### config.mk
export PLATFORM = sky130hd
export DESIGN_NAME = sr_cmd_seq
export DESIGN_NICKNAME = d
export VERILOG_FILES = /design/src/rtl/sr_cmd_seq.sv
export SDC_FILE = /design/constraint.sdc
export NUM_CORES = 1
export LEC_CHECK = 0
export CORE_MARGIN = 1
export CORE_UTILIZATION = 30
export CTS_BUF_LIST = sky130_fd_sc_hd__clkbuf_16
export CTS_CLUSTER_DIAMETER = 80
export DETAILED_ROUTE_END_ITERATION = 8
export SLEW_MARGIN = 15
export SYNTH_ARGS = -nofsm -noshare
export SYNTH_HDL_FRONTEND = slang
export SYNTH_SLANG_ARGS = --single-unit
export TNS_END_PERCENT = 30
### constraint.sdc
create_clock -name CLK -period 2.9 [get_ports CLK]
set_clock_uncertainty 0.15 [all_clocks]
set_input_delay 0.725 -clock CLK [delete_from_list [all_inputs] [get_ports CLK]]
set_output_delay 0.725 -clock CLK [all_outputs]
set_load 0.01 [all_outputs]
### src/rtl/sr_cmd_seq.sv
`default_nettype none
// ============================================================================
//  Module   : sr_cmd_seq
//  Purpose  : Command sequencer producing the S/R drive for a downstream SR
//             flip-flop. Commands (hold/reset/set/toggle) enter through a
//             valid/ready FIFO and each is played out for HOLD+1 cycles,
//             followed by a one-cycle S=R=0 guard gap.
//  Options  : SR_CMD_TOGGLE_EN - when defined, CMD=11 drives the direction
//             opposite to Q_FB; when undefined, CMD=11 behaves as hold and
//             raises the sticky ERR flag.
//  Revision : 1.0 - initial release
// ============================================================================
module sr_cmd_seq #(
    parameter int DEPTH  = 4,
    parameter int HOLD_W = 4
) (
    input  logic              CLK,
    input  logic              RSTn,
    input  logic              CMD_VALID,
    output logic              CMD_READY,
    input  logic [1:0]        CMD,
    input  logic [HOLD_W-1:0] HOLD,
    input  logic              Q_FB,
    output logic              S,
    output logic              R,
    output logic              BUSY,
    output logic              ERR
);

    localparam int              c_AW        = (DEPTH > 1) ? $clog2(DEPTH) : 1;
    localparam int              c_CW        = c_AW + 1;
    localparam logic [c_CW-1:0] c_DEPTH_CNT = c_CW'(DEPTH);

    localparam logic [1:0] c_IDLE  = 2'd0;
    localparam logic [1:0] c_DRIVE = 2'd1;
    localparam logic [1:0] c_GAP   = 2'd2;

    localparam logic [1:0] c_CMD_RESET  = 2'b01;
    localparam logic [1:0] c_CMD_SET    = 2'b10;
    localparam logic [1:0] c_CMD_TOGGLE = 2'b11;

    // FIFO storage: each entry is {CMD, HOLD}
    logic [HOLD_W+1:0] r_mem [DEPTH];
    logic [c_AW-1:0]   r_wr_ptr;
    logic [c_AW-1:0]   r_rd_ptr;
    logic [c_CW-1:0]   r_count;

    logic [1:0]        r_state;
    logic [1:0]        w_state_nxt;
    logic              r_s;
    logic              r_r;
    logic              w_s_nxt;
    logic              w_r_nxt;
    logic [HOLD_W-1:0] r_hcnt;
    logic [HOLD_W-1:0] w_hcnt_nxt;
    logic              r_err;
    logic              w_err_nxt;

    logic              w_push;
    logic              w_pop;
    logic              w_empty;
    logic [HOLD_W+1:0] w_head;
    logic [1:0]        w_head_cmd;
    logic [HOLD_W-1:0] w_head_hold;

    // Ready depends only on the registered count, so a same-cycle pop never
    // opens the door for an extra push.
    assign CMD_READY   = (r_count < c_DEPTH_CNT);
    assign w_push      = CMD_VALID & CMD_READY;
    assign w_empty     = (r_count == '0);
    assign w_head      = r_mem[r_rd_ptr];
    assign w_head_cmd  = w_head[HOLD_W+1:HOLD_W];
    assign w_head_hold = w_head[HOLD_W-1:0];

    assign S    = r_s;
    assign R    = r_r;
    assign ERR  = r_err;
    assign BUSY = (r_state != c_IDLE) | ~w_empty;

`ifndef SR_CMD_TOGGLE_EN
    // Feedback is only meaningful for toggle commands, which are disabled here.
    logic w_qfb_unused;
    assign w_qfb_unused = Q_FB;
`endif

    // Next-state, drive decode and pop request
    always_comb begin
        w_state_nxt = r_state;
        w_s_nxt     = r_s;
        w_r_nxt     = r_r;
        w_hcnt_nxt  = r_hcnt;
        w_err_nxt   = r_err;
        w_pop       = 1'b0;
        case (r_state)
            c_IDLE, c_GAP: begin
                w_s_nxt = 1'b0;
                w_r_nxt = 1'b0;
                if (!w_empty) begin
                    w_pop       = 1'b1;
                    w_hcnt_nxt  = w_head_hold;
                    w_state_nxt = c_DRIVE;
                    case (w_head_cmd)
                        c_CMD_RESET: w_r_nxt = 1'b1;
                        c_CMD_SET:   w_s_nxt = 1'b1;
                        c_CMD_TOGGLE: begin
`ifdef SR_CMD_TOGGLE_EN
                            // Drive away from the current flop state; Q_FB is
                            // only looked at here, at the pop edge.
                            w_s_nxt = ~Q_FB;
                            w_r_nxt = Q_FB;
`else
                            w_err_nxt = 1'b1;
`endif
                        end
                        default: ;
                    endcase
                end else begin
                    w_state_nxt = c_IDLE;
                end
            end
            c_DRIVE: begin
                if (r_hcnt != '0) begin
                    w_hcnt_nxt = r_hcnt - 1'b1;
                end else begin
                    w_s_nxt     = 1'b0;
                    w_r_nxt     = 1'b0;
                    w_state_nxt = c_GAP;
                end
            end
            default: begin
                w_state_nxt = c_IDLE;
                w_s_nxt     = 1'b0;
                w_r_nxt     = 1'b0;
            end
        endcase
    end

    // FSM, drive outputs, hold counter and sticky error register
    always_ff @(posedge CLK) begin
        if (!RSTn) begin
            r_state <= c_IDLE;
            r_s     <= 1'b0;
            r_r     <= 1'b0;
            r_hcnt  <= '0;
            r_err   <= 1'b0;
        end else begin
            r_state <= w_state_nxt;
            r_s     <= w_s_nxt;
            r_r     <= w_r_nxt;
            r_hcnt  <= w_hcnt_nxt;
            r_err   <= w_err_nxt;
        end
    end

    // FIFO pointers and occupancy; pointers wrap naturally at DEPTH
    always_ff @(posedge CLK) begin
        if (!RSTn) begin
            r_wr_ptr <= '0;
            r_rd_ptr <= '0;
            r_count  <= '0;
        end else begin
            if (w_push) r_wr_ptr <= r_wr_ptr + 1'b1;
            if (w_pop)  r_rd_ptr <= r_rd_ptr + 1'b1;
            case ({w_push, w_pop})
                2'b10:   r_count <= r_count + 1'b1;
                2'b01:   r_count <= r_count - 1'b1;
                default: ;
            endcase
        end
    end

    // FIFO storage write; contents need no reset since the count is flushed
    always_ff @(posedge CLK) begin
        if (w_push) r_mem[r_wr_ptr] <= {CMD, HOLD};
    end

endmodule
`default_nettype wire

---- After elaboration in Yosys (flattened, before gate mapping) ----
Memories as Yosys holds them, arrays and structs flattened. A register that Yosys moved wholly into a read port is not among the register bits.
Cells that the tools add are included.
word-level totals
  register bits ........................... 16
  memory bits (writable) .................. 24
  memories kept ........................... 1
  word-level logic and storage cells ...... 57
  bits of input ports ..................... 10
cells by class
  reduce and logical (&&, ||, !) cells .... 9
  bitwise logic cells ..................... 3
  muxes and demuxes ....................... 20
  magnitude comparators ................... 1
  eq/ne operators ......................... 10
  add/subtract/negate cells ............... 5
memories
  memory  words  width  rd ports  clocked after memory_dff  write ports  RTL line  text
  r_mem   4      6      1         1                         1            43        logic [HOLD_W+1:0] r_mem [DEPTH];
operator list
  cell                 count
  $mux 1               10
  $eq 2x2->1 const B   4
  $mux 4               2
  $pmux 4 s2           1
  $eq 2x1->1 const B   3
  $mux 2               3
  $ne 2x2->1 const B   3
  $pmux 3 s2           1
  $reduce_and 3->1     2
  $reduce_bool 2->1    3
  $add 2x1->2 const B  2
  $pmux 1 s2           2
  $pmux 2 s2           1
  $reduce_bool 4->1    1
  $sub 4x1->4 const B  1
  $add 3x1->3 const B  1
  $logic_not 3->1      1
  $lt 3x3->1 const B   1
  $sub 3x1->3 const B  1
  $logic_not 2->1      1
  $reduce_or 2->1      1
  $and 1x1->1          1
  $not 1->1            1
  $or 1x1->1           1

---- Depth between registers and ports, before layout ----
  depth in word-level cells ............... 5
  depth in mapped cells ................... 9
  gate-level depth less buffers ........... 8

---- Worst setup path after synthesis ----
OpenSTA, ideal clock, no wires.
  kind .................................... input port to flip-flop
  start ................................... in CMD_VALID
  end ..................................... reg r_count[2]
  path slack .............................. 0.483 ns
  stages on the path ...................... 9
  setup time .............................. 0.070 ns
  arrival ................................. 2.198 ns
  path through ............................ nor2b_1 -> clkbuf_1 -> inv_1 -> ha_1 -> inv_1 -> fa_1 -> xor2_1 -> or3_1 -> a21oi_1
on the way
  longest elaborated chain between the ends .. 3
ends and longest elaborated chain
  element                                                 RTL line  text
  start: declaration                                      19        input logic CMD_VALID,
  $and 1x1->1 (*)                                         69        assign w_push = CMD_VALID & CMD_READY;
  $eq 2x1->1 / $eq 2x2->1 (equally long branches)         164       case ({w_push, w_pop})
  $pmux 3 s2 / $reduce_bool 2->1 (equally long branches)  --
  end signal: assignment                                  165       2'b10: r_count <= r_count + 1'b1;
  end signal: assignment                                  166       2'b01: r_count <= r_count - 1'b1;
  end: declaration                                        46        logic [c_CW-1:0] r_count;
Mark *: on every way between the ends. The rest lies on a longest branch, timed or not.
A chain may end at the register's enable or synchronous reset.

---- Worst setup path after layout ----
Same ends and word-level chain as after synthesis.

==> impl_metrics.ini <==
[global_routing]
use_met2_pct = 17.0
grt_pass1_vias = 1041
grt_antenna_before_repair = 0
met3_usage_pct = 3.02
grt_max_degree = 15
grt_usage_pct = 10.1
grt_use_met1_pct = 11.9
grt.overflow.total = 0
grt_pass1_wl_um = 4670
busiest_layer = met2

[critical_path]
reg2reg_to = r_count[2]$_SDFFE_PN0P_
r2r_start = r_count[2]$_SDFFE_PN0P_
critPathCaptureType = register
cp.buffers_inverters = 3
arrival_ns = 2.53
critPathMaxStageDelay_ns = 0.39
cp_cell_sequence = clkdlybuf4s50_1, nor2b_1, inv_1, ha_1, inv_1, fa_1, xor2_1, or3_1, a21oi_1
start_kind = primary input
critPathSlowestCell = clkdlybuf4s50_1
crit_fanout = 2
rrSetupSlack_ns = 0.52
timing.critical_path.mode_cell = inv_1
worst-path-stages = 9
cpLargestDelayFamily = adder cells
reg2reg_depth = 8
critical_path_class = primary input to register
cp.required_ns = 2.95

[clock_tree]
ctsResizeCount = 0
cts_setup_buffers = 0
clk_pin_slew_ns = 0.06
clock_sinks = 42
clk_path_buf_depth = 2
clk_latency_ns = 0.28
cts_root_buf = clkbuf_16
cts_hold_buffers = 0
cts_buffers = 5
htreeDepth = 2
cts_tree = yes

[logic_synthesis]
synth_cell_types = 33
synth_top_area_share_pct = 41.1
async_reset_ff_share_pct = 0
syn-instance-count = 130
synth_edf_count = 24
synth_xor_area_share_pct = 2.50
synth_top_family_by_area = simple AND/OR/NAND/NOR gates
syn_avg_cell_area_um2 = 13.5
synth_top_area_cell = edfxtp_1
yosysMostFrequentCell = edfxtp_1
synth_area_leaders = edfxtp_1 41%, dfxtp_1 21%, mux4_1 6.0%, ha_1 5.0%, nor2_1 2.8%
syn_nets = 148
synth.area.mux_share_pct = 9.13
synthTopCellsByCount = 24 x edfxtp_1, 18 x dfxtp_1, 13 x nor2_1
synth-compound-area-share_pct = 5.35
synthSimpleGateAreaFrac_pct = 11.4
ys_seq_area_share_pct = 61.6
ys_seq_elements = 42
synthAdderAreaFrac_pct = 6.13
synth_warnings = 0
ys.flop_type = edfxtp_1
syn-cell-area_mm2 = 0.00175

[hold_path]
min_to = R$_SDFFE_PN0P_
hold_path_class = register to register
min_delay_path_depth = 2
hp-start = R$_SDFFE_PN0P_

[drt]
route.detailed.drc = 0
antenna_left = 0
viasPerCell = 4.65
drt_first_pass_iters = 4
drt_iter0_drc = 68
routed-via-count = 1028
totalWireLength_um = 2830
wl_per_cell_um = 12.8

[pwr]
power_switching_mw = 0.611
peakVddDrop_uv = 530
combPwrFrac_pct = 31.3
p_per_area_mw_per_mm2 = 936
leakage_nw = 0.732
swShare_pct = 31.1
p_int_mw = 1.35
clkPwrFrac_pct = 26.4
p_total_mw = 1.96
p_seq_share_pct = 42.3

[layout]
drive_gt1_share_pct = 8.05
stdcell_count = 221
num-fill-cells = 531
final_cell_area_mm2 = 0.00210
regArea_mm2 = 0.00108
synthToLayoutAreaGrowth_pct = 19.5
final_util_pct = 37.6
fin_nets = 166
diodes = 0
multi_input_area_um2 = 606

[timing]
rsz0062_at_grt = no
fmax_mhz = 404
hold_viol = 0
worstMarginPinSlew_ns = 0.432
setup_viol = 0
fin_ws_ns = 0.422
drv_slew = 0
maxSlewHeadroom_pct = 71.1
holdWs_ns = 0.305
fin_tns_setup_ns = 0
fin_crit_ns = 2.48
fin_crit_sh_pct = 85.4

[die]
dieArea_mm2 = 0.00616
num_rows = 27
dieWidth_um = 78.5
core_area_mm2 = 0.00557
start_util_pct = 31.5
die_h_um = 78.5
pin_count = 15

[job]
drv_cap = 0

[placed_design]
gp_congestion = 0.671
placed_area_mm2 = 0.00196
port_buffers = 13
hpwlAfterDp_um = 2050
post-place-ws_ns = 0.141
dp.cells = 213

[run_status]
status = completed
per-layer routing:
metal / share of wire [%] / up-vias / wire length, um
met5: 0 / - / 0
met4: 1.1 / 0 / 30
met3: 3.9 / 4 / 111
met2: 50 / 22 / 1420
met1: 45 / 498 / 1270
li1: - / 504 / -
how the worst max path moves through the flow:
| stage | startpoint | slack, ns | endpoint |
|---|---|---|---|
| 4_1_cts | CMD_VALID | 0.42 | r_count[2]$_SDFFE_PN0P_ |
| 3_3_place_gp | CMD_VALID | 0.21 | r_count[2]$_SDFFE_PN0P_ |
| 2_1_floorplan | CMD_VALID | 0.48 | r_count[2]$_SDFFE_PN0P_ |
| 5_1_grt | CMD_VALID | 0.27 | r_count[2]$_SDFFE_PN0P_ |
| 6_report | CMD_VALID | 0.42 | r_count[2]$_SDFFE_PN0P_ |
| 3_5_place_dp | CMD_VALID | 0.14 | r_count[2]$_SDFFE_PN0P_ |
sequential cells by signal, summed over array words and instances (netlist names), named ones only:
| register | cells |
|---|---|
| ERR | 1 |
| R | 1 |
| S | 1 |
| r_count | 3 |
| r_hcnt | 4 |
| r_mem | 24 |
| r_rd_ptr | 2 |
| r_state | 2 |
| r_wr_ptr | 2 |
worst min-delay path, stage by stage, from the launching register on:
cell and delay [ns]:
dfxtp_1 0.31, nand2_1 0.05, a21oi_1 0.05
area by class of cell:
type,instances,share of cell area (%)
Clock buffer,5,5.97
Multi-Input combinational cell,74,28.9
Sequential cell,42,51.6
Tap cell,72,4.30
Timing Repair Buffer,14,6.56
Clock inverter,3,0.776
Inverter,11,1.97
cell families (layout without fill, tap and decap cells):
logic type | count (synthesis) | count (layout)
DFF | 42 | 42
AOI/OAI and AO/OA | 16 | 16
and+or+nand+nor | 38 | 38
xor gates and xnor gates | 5 | 5
muxes | 7 | 7
buffers and inverters | 14 | 33
adders and majority gates | 8 | 8
cells in the final DEF, fill, tap and decap left out, types with 3 or more instances in the layout:
cell / netlist / layout
clkbuf_16: 0 / 5
ha_1: 7 / 7
a21oi_1: 7 / 7
clkdlybuf4s50_1: 0 / 13
edfxtp_1: 24 / 24
nor2_1: 13 / 13
nand2_1: 5 / 5
dfxtp_1: 18 / 18
mux4_1: 4 / 4
and2_1: 5 / 5
xnor2_1: 3 / 3
o21ai_0: 3 / 3
inv_1: 11 / 11
power groups by stage:
stage               Clock (mW)  Sequential [mW]  Combinational [mW]
global route             0.552            0.848               0.689
finish                   0.517            0.831               0.614
floorplan                    0            0.816               0.453
detailed placement           0            0.846               0.612
CTS                      0.530            0.834               0.617
global placement             0            0.836               0.582
No activity file was read; power rests on OpenSTA's default activity.
